===== config.mk =====
export PLATFORM = sky130hd
export DESIGN_NAME = tri_press_stretcher
export DESIGN_NICKNAME = d
export VERILOG_FILES = /design/src/rtl/tri_press_pkg.sv /design/src/rtl/press_queue.sv /design/src/rtl/tri_press_stretcher.sv
export SDC_FILE = /design/constraint.sdc
export NUM_CORES = 1
export LEC_CHECK = 0
export ABC_AREA = 0
export BUFFER_PORTS_ARGS = -buffer_cell sky130_fd_sc_hd__buf_2
export CORE_MARGIN = 2
export CORE_UTILIZATION = 45
export CTS_CLUSTER_SIZE = 16
export DETAILED_ROUTE_END_ITERATION = 8
export PLACE_DENSITY = 0.61
export SLEW_MARGIN = 20
export SYNTH_ARGS = -nofsm -noshare
export SYNTH_HDL_FRONTEND = slang
export SYNTH_SLANG_ARGS = --single-unit

===== constraint.sdc =====
create_clock -name sysclk -period 2.74 [get_ports sysclk]
set_clock_uncertainty 0.1 [all_clocks]
set_input_delay 0.548 -clock sysclk [delete_from_list [all_inputs] [get_ports sysclk]]
set_output_delay 0.548 -clock sysclk [all_outputs]
set_load 0.005 [all_outputs]

===== src/rtl/tri_press_pkg.sv =====
// Shared types for the three-button press stretcher: channel IDs, FSM states, counter sizing.
package tri_press_pkg;

   typedef logic [1:0] ch_id_t;

   typedef enum logic [1:0] {
      IDLE,
      ARM,
      HOLD,
      GAP
   } state_t;

   localparam ch_id_t CH_NONE = 2'd3;

   // Width of a counter that must hold values 0..max(hold,gap).
   function automatic int unsigned cnt_width(input int unsigned hold, input int unsigned gap);
      int unsigned m;
      m = (hold > gap) ? hold : gap;
      return (m + 1 <= 2) ? 1 : $clog2(m + 1);
   endfunction

endpackage


===== src/rtl/press_queue.sv =====
// Synchronous FIFO of channel IDs with show-ahead read data and wrap-bit pointers.
module press_queue
   import tri_press_pkg::*;
#(
   parameter int unsigned DEPTH = 4
) (
   input  logic   i_clk,
   input  logic   i_rst_n,
   input  logic   i_push,
   input  ch_id_t i_data,
   input  logic   i_pop,
   output ch_id_t o_data,
   output logic   o_full,
   output logic   o_empty
);

   localparam int unsigned AW = $clog2(DEPTH);

   logic [AW:0] r_wr_ptr;
   logic [AW:0] r_rd_ptr;
   ch_id_t      r_mem [DEPTH];

   always_ff @(posedge i_clk or negedge i_rst_n) begin
      if (!i_rst_n) begin
         r_wr_ptr <= '0;
         r_rd_ptr <= '0;
         for (int unsigned i = 0; i < DEPTH; i++) r_mem[i] <= '0;
      end else begin
         if (i_push) begin
            r_mem[r_wr_ptr[AW-1:0]] <= i_data;
            r_wr_ptr                <= r_wr_ptr + 1'b1;
         end
         if (i_pop) r_rd_ptr <= r_rd_ptr + 1'b1;
      end
   end

   assign o_data  = r_mem[r_rd_ptr[AW-1:0]];
   assign o_empty = (r_wr_ptr == r_rd_ptr);
   assign o_full  = (r_wr_ptr[AW] != r_rd_ptr[AW]) &&
                    (r_wr_ptr[AW-1:0] == r_rd_ptr[AW-1:0]);

endmodule


===== src/rtl/tri_press_stretcher.sv =====
// Turns single-cycle press requests into queued, tick-aligned, mutually exclusive holds.
// Optional STRETCH_REPEAT_EN: a repeat request for the held channel restarts the hold instead of queuing.
module tri_press_stretcher
   import tri_press_pkg::*;
#(
   parameter int unsigned TICK_W     = 21,
   parameter int unsigned HOLD_TICKS = 3,
   parameter int unsigned GAP_TICKS  = 3,
   parameter int unsigned QDEPTH     = 4
) (
   input  logic sysclk,
   input  logic reset,
   input  logic X0_req,
   input  logic X1_req,
   input  logic X2_req,
   output logic X0_out,
   output logic X1_out,
   output logic X2_out,
   output logic busy,
   output logic collision,
   output logic overflow
);

   localparam int unsigned CW = cnt_width(HOLD_TICKS, GAP_TICKS);

   logic [TICK_W-1:0] r_presc;
   state_t            r_state;
   state_t            w_next_state;
   ch_id_t            r_cur_ch;
   ch_id_t            w_cur_next;
   logic [CW-1:0]     r_cnt;
   logic [CW-1:0]     w_cnt_next;
   logic [2:0]        r_out;
   logic [2:0]        w_out_next;
   logic              r_collision;
   logic              r_overflow;

   logic   w_tick;
   logic   w_req_valid;
   logic   w_collision;
   ch_id_t w_req_ch;
   logic   w_repeat;
   logic   w_push;
   logic   w_pop;
   logic   w_overflow;
   logic   w_q_full;
   logic   w_q_empty;
   ch_id_t w_q_data;

   assign w_tick = &r_presc;

   always_ff @(posedge sysclk or negedge reset) begin
      if (!reset) r_presc <= '0;
      else        r_presc <= r_presc + TICK_W'(1);
   end

   always_comb begin
      w_req_valid = 1'b0;
      w_collision = 1'b0;
      w_req_ch    = CH_NONE;
      case ({X2_req, X1_req, X0_req})
         3'b000:  ;
         3'b001:  begin w_req_valid = 1'b1; w_req_ch = 2'd0; end
         3'b010:  begin w_req_valid = 1'b1; w_req_ch = 2'd1; end
         3'b100:  begin w_req_valid = 1'b1; w_req_ch = 2'd2; end
         default: w_collision = 1'b1;
      endcase
   end

`ifdef STRETCH_REPEAT_EN
   assign w_repeat = w_req_valid && (r_state == HOLD) && (w_req_ch == r_cur_ch);
`else
   assign w_repeat = 1'b0;
`endif

   // A full queue still accepts a push when the head leaves on the same edge.
   assign w_push     = w_req_valid && !w_repeat && (!w_q_full || w_pop);
   assign w_overflow = w_req_valid && !w_repeat && w_q_full && !w_pop;

   press_queue #(.DEPTH(QDEPTH)) u_queue (
      .i_clk   (sysclk),
      .i_rst_n (reset),
      .i_push  (w_push),
      .i_data  (w_req_ch),
      .i_pop   (w_pop),
      .o_data  (w_q_data),
      .o_full  (w_q_full),
      .o_empty (w_q_empty)
   );

   always_ff @(posedge sysclk or negedge reset) begin
      if (!reset) begin
         r_state     <= IDLE;
         r_cur_ch    <= CH_NONE;
         r_cnt       <= '0;
         r_out       <= '0;
         r_collision <= 1'b0;
         r_overflow  <= 1'b0;
      end else begin
         r_state     <= w_next_state;
         r_cur_ch    <= w_cur_next;
         r_cnt       <= w_cnt_next;
         r_out       <= w_out_next;
         r_collision <= w_collision;
         r_overflow  <= w_overflow;
      end
   end

   always_comb begin
      w_next_state = r_state;
      w_cur_next   = r_cur_ch;
      w_cnt_next   = r_cnt;
      w_out_next   = r_out;
      w_pop        = 1'b0;
      case (r_state)
         IDLE: begin
            if (!w_q_empty) begin
               w_pop        = 1'b1;
               w_cur_next   = w_q_data;
               w_next_state = ARM;
            end
         end
         ARM: begin
            if (w_tick) begin
               w_out_next   = 3'b001 << r_cur_ch;
               w_cnt_next   = '0;
               w_next_state = HOLD;
            end
         end
         HOLD: begin
            if (w_repeat) begin
               w_cnt_next = '0;
            end else if (w_tick) begin
               if (r_cnt == CW'(HOLD_TICKS - 1)) begin
                  w_out_next   = '0;
                  w_cnt_next   = '0;
                  w_next_state = (GAP_TICKS == 0) ? IDLE : GAP;
               end else begin
                  w_cnt_next = r_cnt + 1'b1;
               end
            end
         end
         GAP: begin
            if (w_tick) begin
               if (r_cnt == CW'(GAP_TICKS - 1)) begin
                  w_cnt_next   = '0;
                  w_next_state = IDLE;
               end else begin
                  w_cnt_next = r_cnt + 1'b1;
               end
            end
         end
         default: w_next_state = IDLE;
      endcase
   end

   assign X0_out    = r_out[0];
   assign X1_out    = r_out[1];
   assign X2_out    = r_out[2];
   assign busy      = (r_state != IDLE) || !w_q_empty;
   assign collision = r_collision;
   assign overflow  = r_overflow;

endmodule


=== Word level (Yosys, flattened, before mapping) ===
Index checks and enable logic that the tools add are counted.

* Shifts and indexed selects: 1
* Multiplexer cells: 26
* Add/subtract/negate cells: 4
* Bitwise operators: 3
* Reduce and logical (&&, ||, !) cells: 23
* Eq/ne operators: 17
* $lt $le $gt $ge: 3

{| class="wikitable"
|+ Operators with widths
! cell !! count
|-
| $mux W2 || 12
|-
| $add A21 B1 Y21 const B || 1
|-
| $reduce_and A21 Y1 || 1
|-
| $ne A2 B2 Y1 const B || 6
|-
| $mux W3 || 3
|-
| $bwmux W8 || 1
|-
| $pmux W2 S4 || 1
|-
| $add A3 B1 Y3 const B || 2
|-
| $eq A2 B2 Y1 const B || 3
|-
| $ge A3 B3 Y1 const B || 2
|-
| $not A2 Y3 || 2
|-
| $pmux W2 S3 || 1
|-
| $pmux W3 S2 || 1
|-
| $reduce_and A6 Y1 || 1
|-
| $reduce_bool A2 Y1 || 3
|-
| $logic_and A1 B1 Y1 || 5
|-
| $bmux W2 S2 || 1
|-
| $demux W2 S2 || 1
|-
| $mux W1 || 4
|-
| $pmux W2 S2 || 1
|-
| $reduce_and A4 Y1 || 1
|-
| $reduce_or A4 Y1 || 1
|-
| $eq A3 B1 Y1 const B || 1
|-
| $eq A3 B2 Y1 const B || 1
|-
| other kinds (18) || 21
|}

* Input bits: 5
* Register bits after elaboration: 46
* Word-level logic and storage cells: 90

=== Longest topological paths before layout ===
* Depth in word-level cells: 6
* Mapped depth: 8
* Gate-level depth less buffers: 7

=== Hierarchy ===
From an unflattened synthesis, not the netlist that was laid out.

* Cell total of the unflattened synthesis: 183
* Area total of the unflattened synthesis: 2,235.9 sq um

{| class="wikitable"
|+ By module, submodules not included
! module !! times used !! area each (sq um) !! cells an instance
|-
| tri_press_stretcher || 1 || 1,557.7 || 135
|-
| press_queue || 1 || 678.2 || 48
|}

=== Worst setup path before layout ===
No wires, ideal clock.

* Path type: register to register
* From: reg r_presc[0]
* To: reg r_cnt[1]
* Cell stages (with the launch flop): 8
* Slack: 0.697 ns
* Arrival time: 1.856 ns
* Buffers on the path: 1
* Required time: 2.553 ns
* Path through: dfrtp_1 -> ha_1 -> nand3_2 -> nor3_4 -> and3_1 -> buf_4 -> mux2_2 -> a211oi_2

* Word-level cells in the longest chain between the ends: 3

{| class="wikitable"
|+ RTL lines
! item !! line !! text
|-
| start, declared || tri_press_stretcher.sv:26 || <nowiki>logic [TICK_W-1:0] r_presc;</nowiki>
|-
| start signal, assigned || tri_press_stretcher.sv:54 || <nowiki>else r_presc <= r_presc + TICK_W'(1);</nowiki>
|-
| $reduce_and A21 Y1 (*) || tri_press_stretcher.sv:50 || <nowiki>assign w_tick = &r_presc;</nowiki>
|-
| $ne A2 B1 Y1 (no line) / $ne A2 B2 Y1 (equally long branches) || - ||
|-
| $reduce_and A3 Y1 (no line) (*) || - ||
|-
| end signal, assigned || tri_press_stretcher.sv:102 || <nowiki>r_cnt <= w_cnt_next;</nowiki>
|-
| end, declared || tri_press_stretcher.sv:31 || <nowiki>logic [CW-1:0] r_cnt;</nowiki>
|}

Mark *: on every way between the ends. The rest lies on a longest branch, timed or not.
A chain may end at the register's enable or synchronous reset.

=== Worst setup path after layout ===
Same ends and word-level chain as after synthesis.

==> qor.yml <==
dr.pass1.iters: 6
wl_met2_mm: 1.90
cts_buffer_depth: 2
syn-cell-area_um2: 2280
drtIter0Drc: 79
hold_class: "input pin to asynchronous set/reset pin"
synth-xor-area-share_pct: 10.4
grt_overflow: 0
vias_per_cell: 5.24
cp.arrival_ps: 2410
slew_headroom_pct: 64.9
syn_inst: 189
cts_sinks: 46
cts.clk_slew.worst_paths_ps: 80
top_layer: "met4"
grt_pass1_vias: 1498
fin_hold_ws_ps: 136
coreArea_um2: 4820
grt_max_degree: 25
area_growth_pct: 10.8
yosys_warnings: 0
drt.antenna.violating_nets: 0
numCtsBuffers: 5
drt-total-wl_mm: 3.86
cts_hold_buf: 0
portBuffers: 10
synth_edf_count: 0
drv_slew: 0
synth-simple-area-share_pct: 14.3
layout-drive-gt1-share_pct: 23.7
status: "completed"
crit_required_ps: 2850
synth.distinct_cells: 42
p_leak_nw: 1.21
cts_resized: 0
synthArstFlopShare_pct: 100
grt_pass1_wl_mm: 6.87
place_congestion: 0.849
period_needed_ps: 2300
synthAdderAreaFrac_pct: 6.46
power.density_nw_per_um2: 865
cts_setup_buffers: 0
synth_top_family_by_area: "simple AND/OR/NAND/NOR gates"
path_class: "flip-flop to flip-flop"
clock-root-buffer: "clkbuf_8"
finalHoldViolations: 0
synth_compound_area_share_pct: 4.76
ys_ff_latch: 46
io_pins: 11
row_count: 25
antenna_cells: 0
wl_per_cell_um: 14.1
wl_met3_um: 130
synth_mux_area_share_pct: 11.3
setup-tns-final_ps: 0
synth.avg_cell_area_um2: 12.1
initial_utilization_pct: 47.4
setup_viol: 0
grt_usage_pct: 16.1
ys.flop_type: "dfrtp_1"
htree_levels: 2
num_vias: 1436
clkLatencyLatePin_ps: 290
wl_met1_mm: 1.81
yosysSeqAreaShare_pct: 50.5
cts_tree: "built"
cp_max_fo: 9
post-dp-hpwl_mm: 2.92
maxCapViolations: 0
nets: 222
end_kind: "flip-flop"
synth_fp_nets: 205
drcViolationCount: 0
die_h_um: 75.3
ir_worst_vdd_mv: 0.402
antenna_found_initial: 0
rsz0062_at_grt: "no"
fp.dieW_um: 75.3
fmax_ghz: 0.435
fin_crit_sh_pct: 83.9
cp-start-kind: "flip-flop"
die_area_um2: 5660
worst_pin_slew_ps: 525
## layout make-up
class	count	area (um^2)
Fill cell	457	2290
Sequential cell	46	1150
Multi-Input combinational cell	131	1080
Tap cell	67	83.8
Timing Repair Buffer	13	72.6
Clock buffer	5	68.8
Clock inverter	3	40.0
Inverter	9	33.8
## final timing paths
kind	endpoint	slack, ps	cells after the start	start
max	r_cnt[1]$_DFFE_PN0P_	440	6	r_presc[0]$_DFF_PN0_
min	u_queue.r_rd_ptr[2]$_DFFE_PN0P_	140	2	reset
max reg2reg	r_cnt[1]$_DFFE_PN0P_	440	6	r_presc[0]$_DFF_PN0_
min reg2reg	r_presc[0]$_DFF_PN0_	380	1	r_presc[0]$_DFF_PN0_
max in group asynchronous	r_cur_ch[1]$_DFFE_PN1P_	2130	2	reset
min in group sysclk	r_presc[0]$_DFF_PN0_	380	1	r_presc[0]$_DFF_PN0_
## layer usage
layer	vias up	GRT usage (%)
li1	693	-
met5	-	0
met1	711	20.6
met3	2	3.88
met4	0	5.26
met2	30	27.0
## stage by stage
step / area (um^2) / power [mW] / worst slack (ps) / cells / utilization [%]
after detailed placement: 2420 / 1.73 / 458 / 266 / 50.3
final: 2530 / 2.19 / 441 / 274 / 52.5
after CTS: 2530 / 2.22 / 432 / 274 / 52.5
after global placement: 2420 / 1.69 / 488 / 266 / 50.3
after global routing: 2530 / 2.37 / 315 / 274 / 52.5
after floorplan: 2280 / 1.55 / 697 / 189 / -
## logic make-up (layout without fill, tap and decap cells)
group | after synthesis | in the layout
adder cells (fa/ha/maj) | 12 | 12
flip-flops | 46 | 46
multiplexers | 21 | 21
buffers and inverters | 12 | 30
AO/OA/AOI/OAI | 12 | 12
XOR/XNOR | 27 | 27
AND/OR/NAND/NOR | 59 | 59
## cells in the mapped netlist, drive strengths merged, types with 3 or more instances
library cell  number  share of area [%]
dfrtp             44                 48
xnor2             19                7.3
mux2              16                7.9
nand2             13                2.2
nor2              13                2.2
ha                11                6.0
inv                9                1.5
nand4              9                2.7
xor2               8                3.1
nand3              7                1.8
nor3b              5                1.6
and3               4                1.1
nor3               4                1.4
mux2i              3                1.3
## worst max-delay path, stage by stage, from the launching register on
cell and delay (ps):
dfrtp_1 390, ha_1 210, nand3_2 160, nor3_4 420
and3_1 350, mux2_2 370, a211oi_2 220
## placed cells by master (no fill, tap or decap), types with 2 or more instances in the layout
cell,synthesis,layout
mux2i_1,3,3
mux2_2,15,15
clkinv_2,0,2
ha_1,11,11
nor2_1,12,12
nand2_1,12,12
clkbuf_8,0,5
inv_1,9,9
buf_4,2,3
xnor2_1,19,19
nor3_1,3,3
xor2_1,8,8
nand4_1,8,8
buf_2,0,10
dfstp_2,2,2
nor3b_1,5,5
nand3_1,6,6
dfrtp_1,44,44
and3_1,4,4
## sequential cells by signal (all words and copies together), names as in the netlist
name / cells
u_queue.r_wr_ptr: 3
r_cur_ch: 2
r_presc: 21
u_queue.r_mem: 8
u_queue.r_rd_ptr: 3
r_cnt: 2
r_state: 2
collision: 1
overflow: 1
r_out: 3
## report_power, final
part           internal, mW  total, mW  switching (mW)
logic                 0.371      0.725           0.355
clock network         0.268      0.485           0.217
registers             0.834      0.979           0.145
No activity file was read; power rests on OpenSTA's default activity.
